### src/rtl/tfs_huffman_stream_encoder.sv
// rtl/tfs_huffman_stream_encoder.sv - streaming TFS Huffman encoder, LSB-first word packing with block framing
// Optional feature macro: TFS_GUARDIAN_APPEND_EN (appends the block guardian as a trailing symbol before flush)
module tfs_huffman_stream_encoder #(
    parameter int BLOCK_TRITS = 32,
    parameter int OUT_W       = 16
) (
    input  logic                               clk,
    input  logic                               rst,
    input  logic                               in_valid,
    output logic                               in_ready,
    input  logic [1:0]                         in_trit,
    output logic                               out_valid,
    input  logic                               out_ready,
    output logic [OUT_W-1:0]                   out_data,
    output logic                               out_last,
    output logic [$clog2(OUT_W+1)-1:0]         out_bits,
    output logic                               blk_done,
    output logic [$clog2(2*BLOCK_TRITS+3)-1:0] blk_bits,
    output logic [1:0]                         blk_guardian,
    output logic                               err
);
    localparam int AW  = 2 * OUT_W;
    localparam int FW  = $clog2(AW + 1);
    localparam int OBW = $clog2(OUT_W + 1);
    localparam int BBW = $clog2(2 * BLOCK_TRITS + 3);
    localparam int CW  = (BLOCK_TRITS > 1) ? $clog2(BLOCK_TRITS) : 1;

    typedef enum logic [1:0] {
        ST_ACCEPT = 2'd0,
        ST_GUARD  = 2'd1,
        ST_FLUSH  = 2'd2
    } state_t;

    state_t           state_q, state_d;
    logic [AW-1:0]    acc_q, acc_d;
    logic [FW-1:0]    fill_q, fill_d;
    logic [CW-1:0]    cnt_q, cnt_d;
    logic [1:0]       guard_q, guard_d;
    logic [BBW-1:0]   bits_q, bits_d;
    logic             out_valid_q, out_valid_d;
    logic [OUT_W-1:0] out_data_q, out_data_d;
    logic             out_last_q, out_last_d;
    logic [OBW-1:0]   out_bits_q, out_bits_d;
    logic             blk_done_q, blk_done_d;
    logic [BBW-1:0]   blk_bits_q, blk_bits_d;
    logic [1:0]       blk_guardian_q, blk_guardian_d;
    logic             err_q, err_d;

    logic [1:0]       trit_code, trit_len, trit_val;
    logic             trit_bad;
    logic             accept, out_free, emit, last_word;
    logic [FW-1:0]    fill_sh;
    logic [AW-1:0]    acc_sh;
    logic [1:0]       app_code, app_len;

    // Guardian values stay in 0..2, so a 3-bit sum and one conditional subtract suffice.
    function automatic logic [1:0] mod3_add(input logic [1:0] a, input logic [1:0] b);
        logic [2:0] s;
        s = {1'b0, a} + {1'b0, b};
        if (s >= 3'd3) begin
            s = s - 3'd3;
        end
        return s[1:0];
    endfunction

    assign in_ready = (state_q == ST_ACCEPT) && (fill_q <= FW'(AW - 2));

    // Trit to LSB-first code: 0 -> '0', +1 -> '1','0', -1 -> '1','1'; illegal encodes as 0.
    always_comb begin
        trit_code = 2'b00;
        trit_len  = 2'd1;
        trit_val  = 2'd0;
        trit_bad  = 1'b0;
        case (in_trit)
            2'b01: begin
                trit_code = 2'b01;
                trit_len  = 2'd2;
                trit_val  = 2'd1;
            end
            2'b10: begin
                trit_code = 2'b11;
                trit_len  = 2'd2;
                trit_val  = 2'd2;
            end
            2'b11:   trit_bad = 1'b1;
            default: ;
        endcase
    end

`ifdef TFS_GUARDIAN_APPEND_EN
    logic [1:0] gsym_code, gsym_len;

    // Guardian trailer symbol uses the same code shape as a trit of that value.
    always_comb begin
        gsym_code = 2'b00;
        gsym_len  = 2'd1;
        if (guard_q == 2'd1) begin
            gsym_code = 2'b01;
            gsym_len  = 2'd2;
        end else if (guard_q == 2'd2) begin
            gsym_code = 2'b11;
            gsym_len  = 2'd2;
        end
    end
`endif

    // Next state: word emit shifts the accumulator first, then the new symbol lands above the remaining fill.
    always_comb begin
        state_d        = state_q;
        acc_d          = acc_q;
        fill_d         = fill_q;
        cnt_d          = cnt_q;
        guard_d        = guard_q;
        bits_d         = bits_q;
        out_valid_d    = out_valid_q;
        out_data_d     = out_data_q;
        out_last_d     = out_last_q;
        out_bits_d     = out_bits_q;
        blk_done_d     = 1'b0;
        blk_bits_d     = blk_bits_q;
        blk_guardian_d = blk_guardian_q;
        err_d          = err_q;
        app_code       = 2'b00;
        app_len        = 2'd0;
        fill_sh        = fill_q;
        acc_sh         = acc_q;

        accept    = in_valid && in_ready;
        out_free  = !out_valid_q || out_ready;
        last_word = (state_q == ST_FLUSH) && (fill_q <= FW'(OUT_W));
        emit      = out_free && ((state_q == ST_FLUSH) ? (fill_q != '0) : (fill_q >= FW'(OUT_W)));

        if (emit) begin
            out_valid_d = 1'b1;
            out_data_d  = acc_q[OUT_W-1:0];
            out_last_d  = last_word;
            out_bits_d  = last_word ? fill_q[OBW-1:0] : OBW'(OUT_W);
            acc_sh      = acc_q >> OUT_W;
            fill_sh     = last_word ? '0 : (fill_q - FW'(OUT_W));
        end else if (out_valid_q && out_ready) begin
            out_valid_d = 1'b0;
        end

        if (accept) begin
            app_code = trit_code;
            app_len  = trit_len;
            guard_d  = mod3_add(guard_q, trit_val);
            err_d    = err_q | trit_bad;
            if (cnt_q == CW'(BLOCK_TRITS - 1)) begin
                cnt_d = '0;
`ifdef TFS_GUARDIAN_APPEND_EN
                state_d = ST_GUARD;
`else
                state_d = ST_FLUSH;
`endif
            end else begin
                cnt_d = cnt_q + CW'(1);
            end
        end

`ifdef TFS_GUARDIAN_APPEND_EN
        // The trailer waits only if a stalled output leaves no room for two more bits.
        if ((state_q == ST_GUARD) && (fill_sh <= FW'(AW - 2))) begin
            app_code = gsym_code;
            app_len  = gsym_len;
            state_d  = ST_FLUSH;
        end
`endif

        acc_d  = acc_sh | ({{(AW-2){1'b0}}, app_code} << fill_sh);
        fill_d = fill_sh + FW'(app_len);
        bits_d = bits_q + BBW'(app_len);

        // Block closes when its final word is taken downstream.
        if ((state_q == ST_FLUSH) && out_valid_q && out_ready && out_last_q) begin
            state_d        = ST_ACCEPT;
            blk_done_d     = 1'b1;
            blk_bits_d     = bits_q;
            blk_guardian_d = guard_q;
            guard_d        = '0;
            bits_d         = '0;
            acc_d          = '0;
            fill_d         = '0;
            cnt_d          = '0;
        end
    end

    // State and output registers with synchronous reset.
    always_ff @(posedge clk) begin
        if (rst) begin
            state_q        <= ST_ACCEPT;
            acc_q          <= '0;
            fill_q         <= '0;
            cnt_q          <= '0;
            guard_q        <= '0;
            bits_q         <= '0;
            out_valid_q    <= 1'b0;
            out_data_q     <= '0;
            out_last_q     <= 1'b0;
            out_bits_q     <= '0;
            blk_done_q     <= 1'b0;
            blk_bits_q     <= '0;
            blk_guardian_q <= '0;
            err_q          <= 1'b0;
        end else begin
            state_q        <= state_d;
            acc_q          <= acc_d;
            fill_q         <= fill_d;
            cnt_q          <= cnt_d;
            guard_q        <= guard_d;
            bits_q         <= bits_d;
            out_valid_q    <= out_valid_d;
            out_data_q     <= out_data_d;
            out_last_q     <= out_last_d;
            out_bits_q     <= out_bits_d;
            blk_done_q     <= blk_done_d;
            blk_bits_q     <= blk_bits_d;
            blk_guardian_q <= blk_guardian_d;
            err_q          <= err_d;
        end
    end

    assign out_valid    = out_valid_q;
    assign out_data     = out_data_q;
    assign out_last     = out_last_q;
    assign out_bits     = out_bits_q;
    assign blk_done     = blk_done_q;
    assign blk_bits     = blk_bits_q;
    assign blk_guardian = blk_guardian_q;
    assign err          = err_q;

endmodule

### config.mk
export PLATFORM = sky130hd
export DESIGN_NAME = tfs_huffman_stream_encoder
export DESIGN_NICKNAME = d
export VERILOG_FILES = /design/src/rtl/tfs_huffman_stream_encoder.sv
export SDC_FILE = /design/constraint.sdc
export NUM_CORES = 1
export LEC_CHECK = 0
export ABC_AREA = 1
export BUFFER_PORTS_ARGS = -buffer_cell sky130_fd_sc_hd__buf_2
export CORE_MARGIN = 2
export CORE_UTILIZATION = 60
export CTS_BUF_LIST = sky130_fd_sc_hd__clkbuf_8
export DETAILED_ROUTE_END_ITERATION = 7
export GPL_ROUTABILITY_DRIVEN = 0
export HOLD_SLACK_MARGIN = 0.06
export PLACE_DENSITY = 0.81
export SLEW_MARGIN = 30
export SYNTH_ARGS = -nofsm -noshare
export SYNTH_HDL_FRONTEND = slang
export SYNTH_SLANG_ARGS = --single-unit
### constraint.sdc
create_clock -name clk -period 3.2 [get_ports clk]
set_input_delay 0.96 -clock clk [delete_from_list [all_inputs] [get_ports clk]]
set_output_delay 0.96 -clock clk [all_outputs]
set_load 0.05 [all_outputs]
# [Yosys cells after proc, flatten, opt, wreduce, memory -nomap -nowiden]
# Index checks and enable logic that the tools add are counted.
[op_classes] n_reduce_logical=16 div_mod_pow=0 n_addsub=6 n_mul=0 mux=16 bitwise_logic=2 n_lt_le_gt_ge=4 eq_ne=4 shifts=1
[op_table] op="$mux 32" count=1
[op_table] op="$or 32x32->32" count=1
[op_table] op="$shl 2x6->32" count=1
[op_table] op="$le 6x5->1 const B" count=2
[op_table] op="$mux 6" count=2
[op_table] op="$mux 5" count=2
[op_table] op="$logic_and 1x1->1" count=8
[op_table] op="$mux 2" count=4
[op_table] op="$pmux 2 s2" count=2
[op_table] op="$add 7x2->7" count=1
[op_table] op="$add 6x2->6" count=1
[op_table] op="$ge 6x5->1 const B" count=1
[op_table] op="$reduce_bool 6->1" count=1
[op_table] op="$sub 6x5->6 const B" count=1
[op_table] op="$add 5x1->5 const B" count=1
[op_table] op="$eq 5x5->1 const B" count=1
[op_table] op="$mux 1" count=5
[op_table] op="$eq 2x2->1 const B" count=2
[op_table] op="$reduce_or 2->1" count=2
[op_table] op="$add 2x2->3" count=1
[op_table] op="$ge 3x2->1 const B" count=1
[op_table] op="$eq 2x1->1 const B" count=1
[op_table] op="$logic_not 2->1" count=1
[op_table] op="$reduce_and 2->1" count=1
[op_table] op="other kinds (5)" count=5
[totals] out_inout_bits=35 regBits=87 inputBits=6 mem_bits_ro=0 ramBits=0 latchBits=0 n_memories=0

# [Depth between registers and ports, before layout]
# Gate-level depths: netlist (run 1).
[logic_depth] word_depth=6 depth_mapped=16 mapped_depth_nobuf=15

# [Worst setup path after synthesis (run 1)]
# No wires, ideal clock.
[synth_path] path_kind="input-to-reg" start="input port in_trit[0]" end="register bits_q[6]" required_time_ns=3.081 path_slack_ns=0.445 arrival_ns=2.636 stages=11 cell_sequence="inv_1 -> ha_1 -> inv_1 -> nor2_1 -> ha_1 -> inv_1 -> fa_1 -> nor4_1 -> nand2_1 -> o21ai_0 -> a21oi_1"
[synth_between] elab_chain_cells=5 word_cells_on_any_way=6
[synth_lines] element="start: declaration" line="11" rtl="input logic [1:0] in_trit,"
[synth_lines] element="$eq 2x2->1 / $eq 2x1->1 (equally long branches)" line="74" rtl="case (in_trit)"
[synth_lines] element="$reduce_or 2->1 (no line) (*)"
[synth_lines] element="$mux 2 (*)" line="74"
[synth_lines] element="$mux 2 (*)" line="144" rtl="if (accept) begin"
[synth_lines] element="$add 7x2->7 (*)" line="172" rtl="bits_d = bits_q + BBW'(app_len);"
[synth_lines] element="end signal: assignment" line="211" rtl="bits_q <= bits_d;"
[synth_lines] element="end: declaration" line="39" rtl="logic [BBW-1:0] bits_q, bits_d;"
# Mark *: on every way between the ends. The rest lies on a longest branch, timed or not.
# A chain may end at the register's enable or synchronous reset.

# [Worst setup path in the final report (run 1)]
# Same ends and word-level chain as after synthesis.

==> out/qor_table.md, run 1 <==
| Quantity | Value |
|---|---|
| Status | finished clean |
| Top_reg_cell synth | dfxtp_1 |
| Worst Setup EP | bits_q[6] |
| Critical Path Sink Type | flop |
| Worst Setup Start Kind | input port |
| Number of gates given a new drive strength after cts | 0 |
| Mux cell area share after synthesis | 1.03% |
| Arrival time of the worst setup path | 2.94 ns |
| Sequential-to-total area share from yosys stat | 44.8% |
| Syn Area/Cell | 7.82 um^2 |
| # Max-Cap Violations | 0 |
| # Post-CTS Setup Buffers | 0 |
| Worst EP required | 3.45 ns |
| Final count of hold timing violations | 0 |
| Worst setup slack after layout | 0.509 ns |
| Filler instances | 527 |
| Switch Pwr | 1660 uW |
| Die Span Y | 84.5 um |
| CTS max path bufs | 2 |
| Drt first pass iters | 5 |
| Final instance area | 0.00433 mm^2 |
| Count of inserted antenna diode cells | 0 |
| Area of all sequential standard cells | 0.00174 mm^2 |
| Relative area change from synthesis to final layout | 11.5% |
| Number of primary I/O pins | 41 |
| Detailed-route wire length per cell | 12.9 um |
| Post-DRT Antenna Nets | 0 |
| Commonest non-fill, non-tap cell in the layout | dfxtp_1 |
| Mean number of vias per cell | 5.41 |
| Xor and xnor fraction of the mapped netlist area | 0.451% |
| Fin Hold WS | 0.455 ns |
| Maximum ir drop on the vdd rail | 760 uV |
| Number of DRC violations after detailed-routing iteration 0 | 209 |
| Class of the tightest hold or removal check | flop to flop |
| Routed WL | 7.84 mm |
| Power density over cell area | 884 mW/mm^2 |
| Worst clock skew | 0.00813 ns |
| TritonCTS clock tree | yes |
| Total of hold buffers inserted after clock tree synthesis | 0 |
| Launching element of the worst setup path | in_trit[0] |
| Period utilization | 84.1% |
| Antenna violations before repair | 0 |
| Final Instance Count excl. Fillers | 610 |
| Share of power burned in combinational logic | 41.6% |
| Share of total power consumed by net switching | 43.3% |
| Via count of the first global-routing pass | 3,042 |
| Post-Synth Simple-Gate Area | 21.9% |
| Core area | 0.00631 mm^2 |
| Summed instance area of the synthesized netlist | 0.00389 mm^2 |
| DPL Wire Length | 5.56 mm |
| Number of synthesized register bits | 87 |
| Setup tns final | 0 ns |
| Nets in the synthesized netlist | 519 |
| Clock root cell | clkbuf_8 |
| Unrepaired setup endpoints after global routing | false |
| Count of mapped cells out of synthesis | 497 |
| Worst-margin pin slew | 0.635 ns |
| Pint | 2170 uW |
| Number of synthesized flops with an enable pin | 0 |
| Pin count of the biggest net entering global routing | 54 |
| Depth of the CTS H-tree | 3 |
| Static leakage power | 0.00182 uW |
| Category of the critical setup timing path | input port to flop |
| Total Die Area | 0.00714 mm^2 |
| GRT overflow | 0 |
| Max-Slew Margin vs Limit | 57.6% |
| Chip Width | 84.5 um |
| Initial standard-cell utilization of the core | 61.6% |
| Sequential fraction of design power | 36.0% |
| Placed cells | 594 |
| Compound-cell area share of the yosys netlist | 16.8% |
| Post-Synth Adder-Cell Area | 5.73% |
| CTS Sinks | 87 |
| Async set or reset register ratio after synthesis | 0% |
| Minimum clock period | 2.69 ns |
| Global-route wire length before repair | 13.5 mm |
| Commonest cells after routing, fill and taps aside | dfxtp_1, nand2_1, a21oi_1 |
| Setup violation total in the final timing report | 0 |
| DRC viols | 0 |
| Highest achievable clock rate | 0.372 GHz |
| Slack of the worst reg-to-reg path | 0.56 ns |
| Clk_lat worst skew | 0.36 ns |
| RR Endpoint | bits_q[6] |
| Clock slew at the register clock pins of the worst setup and hold paths | 0.09 ns |
| Pre-CTS worst setup slack | 0.136 ns |
| Total number of placement rows | 29 |
| Clock network fraction of design power | 22.4% |
| Depth of the worst register-to-register path | 13 |
| Total area of multi-input combinational cells | 0.00180 mm^2 |
| Layout cells sized above 1 | 15.2% |
| Port Buffers | 40 |
| Clock buffer count from CTS | 9 |
| Final max-slew violation count | 0 |
| Combinational family with the most area after synthesis | simple AND/OR/NAND/NOR gates |
| Maximum fanout along the worst path | 3 |
| Total number of nets in the final design | 550 |
| DR vias | 3,303 |
| Number of different library cells in the post-synthesis netlist | 36 |
| Source of the worst register-to-register timing path | fill_q[1] |
| Total routing resource utilization after global routing | 23.3% |
| Standard cell area after detailed placement | 0.00410 mm^2 |
| Warnings from Yosys | 0 |
[registers in the layout (all words and copies together), names as in the netlist]
signal,flops
acc_q,32
out_data,16
bits_q,7
blk_bits,7
fill_q,6
cnt_q,5
out_bits,5
blk_guardian,2
guard_q,2
blk_done,1
err,1
out_last,1
out_valid,1
state_q,1
[cells by family after synthesis]
group,Yosys count
xor gates and xnor gates,2
adders and majority gates,16
and+or+nand+nor,183
muxes,4
DFF,87
buffers and inverters,84
AOI/OAI and AO/OA,121
[synthesized netlist by cell type (2+ instances only)]
master	count	area share (%)
xor2_1	2	0.45
nor2_4	4	1.2
nand2_2	2	0.32
inv_2	3	0.29
buf_2	2	0.26
ha_1	13	4.2
clkbuf_1	16	1.5
fa_1	3	1.5
buf_6	3	0.87
nor2_1	43	4.2
nand4_1	16	2.6
nor3_1	4	0.52
nand2_1	75	7.2
nand2_4	3	0.87
o21ai_0	49	6.3
a21oi_1	62	8.0
mux2i_1	4	1.0
a22o_1	2	0.45
a211oi_1	3	0.58
dfxtp_1	87	45
buf_4	2	0.39
nor3b_1	2	0.39
nand3_1	29	3.7
inv_1	56	5.4
[worst max-delay path, stage by stage]
cell     delay [ns]
buf_2          0.10
inv_1          0.05
ha_1           0.26
inv_1          0.04
nor2_1         0.15
ha_1           0.19
inv_1          0.06
fa_1           0.41
nor4_1         0.38
nand2_1        0.12
o21ai_0        0.16
a21oi_1        0.05
[stage by stage]
step | util, % | total power, uW
3_3_place_gp | 64.9 | 2930
2_1_floorplan | - | 2750
5_1_grt | 68.6 | 4090
3_5_place_dp | 65.0 | 2990
4_1_cts | 68.6 | 3840
6_report | 68.6 | 3830
[cell type report]
type / instances / area share [%]
Tap cell: 77 / 2.22
Clock buffer: 10 / 3.18
Inverter: 60 / 5.23
Sequential cell: 87 / 40.2
Timing Repair Buffer: 44 / 5.60
Clock inverter: 6 / 2.11
Multi-Input combinational cell: 326 / 41.5
[worst min path at each step]
stage | startpoint | to | slack (ns) | depth (start not counted)
6_report | err | err | 0.46 | 2
5_1_grt | acc_q[2] | out_data[2] | 0.48 | 2
4_1_cts | err | err | 0.45 | 2
3_5_place_dp | err | err | 0.44 | 2
3_3_place_gp | err | err | 0.43 | 2
2_1_floorplan | acc_q[10] | out_data[10] | 0.43 | 2
[metal layers]
metal  vias up  global-route usage, %  share of wire (%)
li1       1694                      -                  -
met1      1520                   31.0                 47
met2        79                   38.1                 47
met3        10                   3.93                4.6
met4         0                   8.80                1.5
met5         -                      0                  0
[power by group through the flow]
stage | combinational (uW) | clock [uW] | sequential (uW)
finish | 1590 | 858 | 1380
global route | 1780 | 907 | 1400
CTS | 1590 | 867 | 1380
detailed placement | 1590 | 0 | 1400
global placement | 1540 | 0 | 1390
floorplan | 1080 | 0 | 1670
Note: power is estimated with default switching activity, not from simulation.
==> inputs of run 2 (changes only) <==
CORE_UTILIZATION = 55   (was 60)
PLACE_DENSITY = 0.78   (was 0.81)
clock period = 2.3 ns   (was 3.2 ns; I/O delays follow)
==> run 2 against run 1 <==
Against the previous run:
- the run now ends with setup timing left
- wire length up 18%
- clock skew increased by 0.0027 ns
- non-clock buffer count rose by 39
- hold slack lost 0.0048 ns
- clock power is 15% higher
- register-to-register slack got worse by 0.49 ns
- final area grew 11%
- combinational power grew 71%
- first-iteration DRC count increased by 27%
- largest power group unchanged
- highest routed layer unchanged
==> out/qor_table.md, run 2 (synthesis results as in run 1) <==
| Quantity | Value | Change |
|---|---|---|
| Total number of nets in the final design | 589 | was 550 |
| DRC viols | 0 | unchanged |
| Post-DRT Antenna Nets | 0 | unchanged |
| Maximum ir drop on the vdd rail | 528 uV | was 760 uV |
| Final max-slew violation count | 0 | unchanged |
| Depth of the CTS H-tree | 3 | unchanged |
| Most common cell on crit path | ha_4 | was inv_1 |
| Critical-path top delay cell | fa_1 | unchanged |
| Worst EP required | 2.55 ns | was 3.45 ns |
| Total of hold buffers inserted after clock tree synthesis | 0 | unchanged |
| Layout cells sized above 1 | 27.8% | was 15.2% |
| Minimum clock period | 2.34 ns |  |
| Drt first pass iters | 5 | unchanged |
| Power density over cell area | 1170 mW/mm^2 | was 884 mW/mm^2 |
| Filler instances | 518 | was 527 |
| Routed WL | 9.26 mm | was 7.84 mm |
| Clk_lat worst skew | 0.36 ns | about the same |
| Initial standard-cell utilization of the core | 56.9% | was 61.6% |
| Placed cells | 641 | was 594 |
| Count of cells along the worst hold path | 2 | unchanged |
| Clock root cell | clkbuf_8 | unchanged |
| Final instance area | 0.00482 mm^2 | was 0.00433 mm^2 |
| Via count of the first global-routing pass | 3,249 | was 3,042 |
| Fin Hold WS | 0.451 ns | was 0.455 ns |
| Clock slew at the register clock pins of the worst setup and hold paths | 0.09 ns | about the same |
| Source of the worst register-to-register timing path | fill_q[5] | was fill_q[1] |
| Highest achievable clock rate | 0.427 GHz |  |
| TritonCTS clock tree | yes | unchanged |
| Mean number of vias per cell | 5.37 | was 5.41 |
| DPL Wire Length | 5.94 mm | was 5.56 mm |
| Post-Route Utilization | 70.6% | was 68.6% |
| Total number of placement rows | 30 | was 29 |
| Clock buffer count from CTS | 9 | unchanged |
| End of the worst hold path | err | unchanged |
| Status | complete, but fails checks | was finished clean |
| DR vias | 3,587 | was 3,303 |
| Ordered list of cells on the worst path | buf_8, inv_4, ha_4, ha_4, inv_2, fa_1, inv_2, ha_4, nand3b_1, buf_6, a211oi_4, a211oi_2 | was buf_2, inv_1, ha_1, inv_1, nor2_1, ha_1, inv_1, fa_1, nor4_1, nand2_1, o21ai_0, a21oi_1 |
| Register name with the most flops | acc_q | unchanged |
| Detailed-route wire length per cell | 13.9 um | was 12.9 um |
| Period utilization | 102% |  |
| CTS Sinks | 87 | unchanged |
| Antenna violations before repair | 0 | unchanged |
| RR Endpoint | fill_q[5] | was bits_q[6] |
| Number of primary I/O pins | 41 | unchanged |
| Commonest cells after routing, fill and taps aside | dfxtp_1, nand2_1, a21oi_1 | unchanged |
| CTS max path bufs | 2 | unchanged |
| Setup violation total in the final timing report | 2 | was 0 |
| Total Die Area | 0.00775 mm^2 | was 0.00714 mm^2 |
| Chip Width | 88.1 um | was 84.5 um |
| Relative area change from synthesis to final layout | 24.1% | was 11.5% |
| Depth of the worst register-to-register path | 14 | was 13 |
| Crit path buffers/inverters | 5 | was 4 |
| Number of DRC violations after detailed-routing iteration 0 | 265 | was 209 |
| Final count of hold timing violations | 0 | unchanged |
| Class of the tightest hold or removal check | flop to flop | unchanged |
| Maximum fanout along the worst path | 3 | unchanged |
| Standard cell area after detailed placement | 0.00435 mm^2 | was 0.00410 mm^2 |
| Worst Min Path Start | err | unchanged |
| Final Instance Count excl. Fillers | 668 | was 610 |
| Biggest cell delay along the critical path | 0.55 ns | was 0.41 ns |
| Violated checks | setup timing |  |
| Critical Path Sink Type | flop | unchanged |
| Arrival time of the worst setup path | 2.59 ns | was 2.94 ns |
| Pin count of the biggest net entering global routing | 40 | was 54 |
| Core area | 0.00683 mm^2 | was 0.00631 mm^2 |
| Worst clock skew | 0.0108 ns | was 0.00813 ns |
| Worst-margin pin slew | 0.501 ns | was 0.635 ns |
| Commonest non-fill, non-tap cell in the layout | dfxtp_1 | unchanged |
| Die Span Y | 88.1 um | was 84.5 um |
| # Max-Cap Violations | 0 | unchanged |
| Unrepaired setup endpoints after global routing | true | was false |
| Max-Slew Margin vs Limit | 66.6% | was 57.6% |
| Count of inserted antenna diode cells | 0 | unchanged |
| Total routing resource utilization after global routing | 23.6% | was 23.3% |
| Category of the critical setup timing path | input port to flop | unchanged |
| Static leakage power | 0.00203 uW | was 0.00182 uW |
| Worst setup slack after layout | -0.0416 ns | was 0.509 ns |
| Port Buffers | 40 | unchanged |
| Slack of the worst reg-to-reg path | 0.07 ns | was 0.56 ns |
| GRT overflow | 0 | unchanged |
| Global-route wire length before repair | 14.6 mm | was 13.5 mm |
| Total power | 5640 uW | was 3830 uW |
| Family with the most delay on the worst path | adder cells | unchanged |
| Flip-flop count of the largest register, all copies and words added | 32 | unchanged |
| Worst Setup Start Kind | input port | unchanged |
## run 2: metal layers
metal	vias up	track usage (%)	part of all wire, %
li1	1769	-	-
met1	1710	31.0	44
met2	96	37.9	49
met3	12	6.13	5.4
met4	0	8.13	1.7
met5	-	0	0
## run 2: worst min-delay path: stages (launching register included)
cell and delay (ns):
dfxtp_1 0.32, inv_1 0.05, a21oi_1 0.05
## run 2: worst max path at each step
stage	startpoint	end	slack (ns)	cells after the start
final	in_trit[1]	guard_q[1]	-0.04	12
after global routing	in_trit[1]	guard_q[0]	-0.07	13
after CTS	fill_q[5]	bits_q[4]	-0.0007	14
after detailed placement	in_trit[1]	guard_q[1]	-0.31	11
after global placement	in_trit[0]	bits_q[6]	-0.19	12
after floorplan	fill_q[5]	bits_q[6]	-0.02	15
## run 2: area by class of cell
cell class	instances	area, um^2	share of cell area (%)
clock buffer	11	151	3.14
clock inverter	5	33.8	0.700
inverter	60	229	4.75
multi-input combinational	326	1970	40.9
sequential	87	1750	36.3
tap	96	120	2.49
timing repair buffer	83	564	11.7
## run 2: repair_timing
item,4_1_cts,5_1_grt
cloned,0,0
resized for setup,20,40
setup endpoints to repair,3,17
pin swaps,7,18
buffers inserted,6,5
## run 2: per-stage QoR
step                      setup TNS, ns  worst slack [ns]
after floorplan                 -0.0340           -0.0179
after global placement            -1.75            -0.193
after detailed placement          -3.48            -0.310
after CTS                     -0.000741         -0.000741
after global routing             -0.338           -0.0726
final                           -0.0556           -0.0416
## run 2: power breakdown
group          internal [uW]  leakage [uW]  total, uW  switching, uW
Sequential              1790      0.000712       1940            142
Clock                    449     0.0000967        986            537
Combinational            891       0.00122       2720           1830
==> inputs of run 3 (changes only) <==
CORE_UTILIZATION = 25   (was 55)
PLACE_DENSITY = unset   (was 0.78)
==> run 3 against run 2 <==
Against the previous run:
- wire length is 4.8% lower
- final area is 0.73% higher
- power is 1.5% lower
- core utilization is 39 points lower
- largest power group unchanged
- clock-buffer cell count is 2 lower
- final cell count is 13% higher
- register-to-register slack better by 0.05 ns
- critical path type unchanged
- critical endpoint is now bits_q[6]
- critical path depth is 1 lower
- the flow now finishes without violations
- global-route usage is 13 points lower
==> out/qor_table.md, run 3 (synthesis results as in run 1) <==
| Quantity | Value | Change |
|---|---|---|
| Status | finished clean | was complete, but fails checks |
| Antenna violations before repair | 0 | unchanged |
| Relative area change from synthesis to final layout | 25.0% | was 24.1% |
| Number of primary I/O pins | 41 | unchanged |
| TritonCTS clock tree | yes | unchanged |
| Period utilization | 96.2% | was 102% |
| Slack of the worst reg-to-reg path | 0.12 ns | was 0.07 ns |
| Clk_lat worst skew | 0.38 ns | was 0.36 ns |
| Register name with the most flops | acc_q | unchanged |
| Count of inserted antenna diode cells | 0 | unchanged |
| Worst setup slack after layout | 0.0868 ns | was -0.0416 ns |
| Routed WL | 8.81 mm | was 9.26 mm |
| Fin Hold WS | 0.448 ns | was 0.451 ns |
| Critical Path Sink Type | flop | unchanged |
| Minimum clock period | 2.21 ns | was 2.34 ns |
| # Max-Cap Violations | 0 | unchanged |
| Worst clock skew | 0.0129 ns | was 0.0108 ns |
| Post-Route Utilization | 32.0% | was 70.6% |
| Clock root cell | clkbuf_8 | unchanged |
| Core area | 0.0152 mm^2 | was 0.00683 mm^2 |
| Clock slew at the register clock pins of the worst setup and hold paths | 0.10 ns | was 0.09 ns |
| Flip-flop count of the largest register, all copies and words added | 32 | unchanged |
| Total Die Area | 0.0166 mm^2 | was 0.00775 mm^2 |
| Area of all sequential standard cells | 0.00175 mm^2 | about the same |
| Setup tns final | 0 ns | was -0.0556 ns |
| Worst Min Path Start | acc_q[2] | was err |
| Static leakage power | 0.00202 uW | was 0.00203 uW |
| Detailed-route wire length per cell | 11.6 um | was 13.9 um |
| Worst Setup Start Kind | input port | unchanged |
| Total of hold buffers inserted after clock tree synthesis | 0 | unchanged |
| Unrepaired setup endpoints after global routing | true | unchanged |
| Arrival time of the worst setup path | 2.48 ns | was 2.59 ns |
| Commonest non-fill, non-tap cell in the layout | dfxtp_1 | unchanged |
| Port Buffers | 40 | unchanged |
| Count of cells along the worst hold path | 2 | unchanged |
| Number of DRC violations after detailed-routing iteration 0 | 208 | was 265 |
| Final max-slew violation count | 0 | unchanged |
| Setup violation total in the final timing report | 0 | was 2 |
| Depth of the worst register-to-register path | 13 | was 14 |
| Post-DRT Antenna Nets | 0 | unchanged |
| Highest achievable clock rate | 0.452 GHz | was 0.427 GHz |
| CTS Sinks | 87 | unchanged |
| Worst-margin pin slew | 0.461 ns | was 0.501 ns |
| Filler instances | 1,639 | was 518 |
| Source of the worst register-to-register timing path | fill_q[5] | unchanged |
| Mean number of vias per cell | 4.46 | was 5.37 |
| Maximum fanout along the worst path | 3 | unchanged |
| Worst EP required | 2.57 ns | was 2.55 ns |
| Global-route wire length before repair | 14.5 mm | was 14.6 mm |
| Total routing resource utilization after global routing | 10.9% | was 23.6% |
| Drt first pass iters | 4 | was 5 |
| GRT overflow | 0 | unchanged |
| DPL Wire Length | 6.14 mm | was 5.94 mm |
| Maximum ir drop on the vdd rail | 407 uV | was 528 uV |
| Depth of the CTS H-tree | 3 | unchanged |
| RR Endpoint | bits_q[6] | was fill_q[5] |
| Total number of placement rows | 45 | was 30 |
| Category of the critical setup timing path | input port to flop | unchanged |
| Pin count of the biggest net entering global routing | 49 | was 40 |
| DR vias | 3,378 | was 3,587 |
| Total number of nets in the final design | 586 | was 589 |
| End of the worst hold path | out_data[2] | was err |
| Final count of hold timing violations | 0 | unchanged |
| Power density over cell area | 1140 mW/mm^2 | was 1170 mW/mm^2 |
| Total area of multi-input combinational cells | 0.00191 mm^2 | was 0.00197 mm^2 |
| Commonest cells after routing, fill and taps aside | dfxtp_1, nand2_1, a21oi_1 | unchanged |
| Max-Slew Margin vs Limit | 69.2% | was 66.6% |
| DRC viols | 0 | unchanged |
| Via count of the first global-routing pass | 3,039 | was 3,249 |
| Class of the tightest hold or removal check | flop to flop | unchanged |
| Clock buffer count from CTS | 9 | unchanged |
| Chip Width | 129 um | was 88.1 um |
| Layout cells sized above 1 | 25.7% | was 27.8% |
| Die Span Y | 129 um | was 88.1 um |
| Pre-CTS worst setup slack | -0.273 ns | was -0.310 ns |
| CTS max path bufs | 2 | unchanged |
| Initial standard-cell utilization of the core | 25.6% | was 56.9% |
## run 3: cell types whose count changed in the layout (fill, tap and decap cells not counted), sizes merged
| cell | previous run | this run |
|---|---|---|
| inv | 60 | 62 |
| clkinvlp | 1 | 0 |
| clkbuf | 11 | 9 |
| buf | 83 | 80 |
| bufinv | 0 | 1 |
## run 3: cell type report
cell class	count	share of cell area, %
Multi-Input combinational cell	326	39.3
Sequential cell	87	36.1
Timing Repair Buffer	80	10.9
Tap cell	188	4.84
Inverter	60	4.66
Clock buffer	9	2.55
Clock inverter	7	1.62
## run 3: critical path, stage by stage
cell and delay (ns):
buf_2 0.11, inv_1 0.04, ha_1 0.28, inv_1 0.11, nand4_1 0.19, buf_4 0.19, fa_2 0.41, nor4_4 0.17
nand2_1 0.11, o21ai_1 0.13, a21oi_1 0.05
## run 3: worst max path at each step
stage                from        end  slack, ns  cells after the start
2_1_floorplan   fill_q[5]  bits_q[6]      -0.02                     15
3_3_place_gp   in_trit[0]  bits_q[6]      -0.22                     10
3_5_place_dp   in_trit[0]  bits_q[6]      -0.27                     10
4_1_cts         fill_q[5]  bits_q[6]      -0.04                     14
5_1_grt         fill_q[4]  acc_q[16]      -0.03                     12
6_report       in_trit[0]  bits_q[6]       0.09                     11
## run 3: repair_timing
item,in CTS,in global routing
pin swaps,8,10
endpoints found under the setup margin,3,11
setup buffers,3,0
resized for setup,18,24
## run 3: report_power, final
group | total (uW) | internal, uW | leakage, uW | switching [uW]
sequential | 1930 | 1800 | 0.000712 | 135
clock | 1110 | 515 | 0.000105 | 597
combinational | 2520 | 814 | 0.00120 | 1700
total | 5560 | 3130 | 0.00202 | 2440
## run 3: routing by layer
layer,global-route usage [%],part of all wire (%)
met5,0,0
met4,4.80,1.8
met3,2.99,4.2
met2,18.1,49
met1,13.3,45
## run 3: through the flow
| step | instances | power [uW] | area, um^2 |
|---|---|---|---|
| final | 757 | 5560 | 4860 |
| after global placement | 738 | 4380 | 4500 |
| after CTS | 757 | 5580 | 4780 |
| after global routing | 757 | 6020 | 4860 |
| after detailed placement | 738 | 4390 | 4500 |
| after floorplan | 497 | 3830 | 3900 |
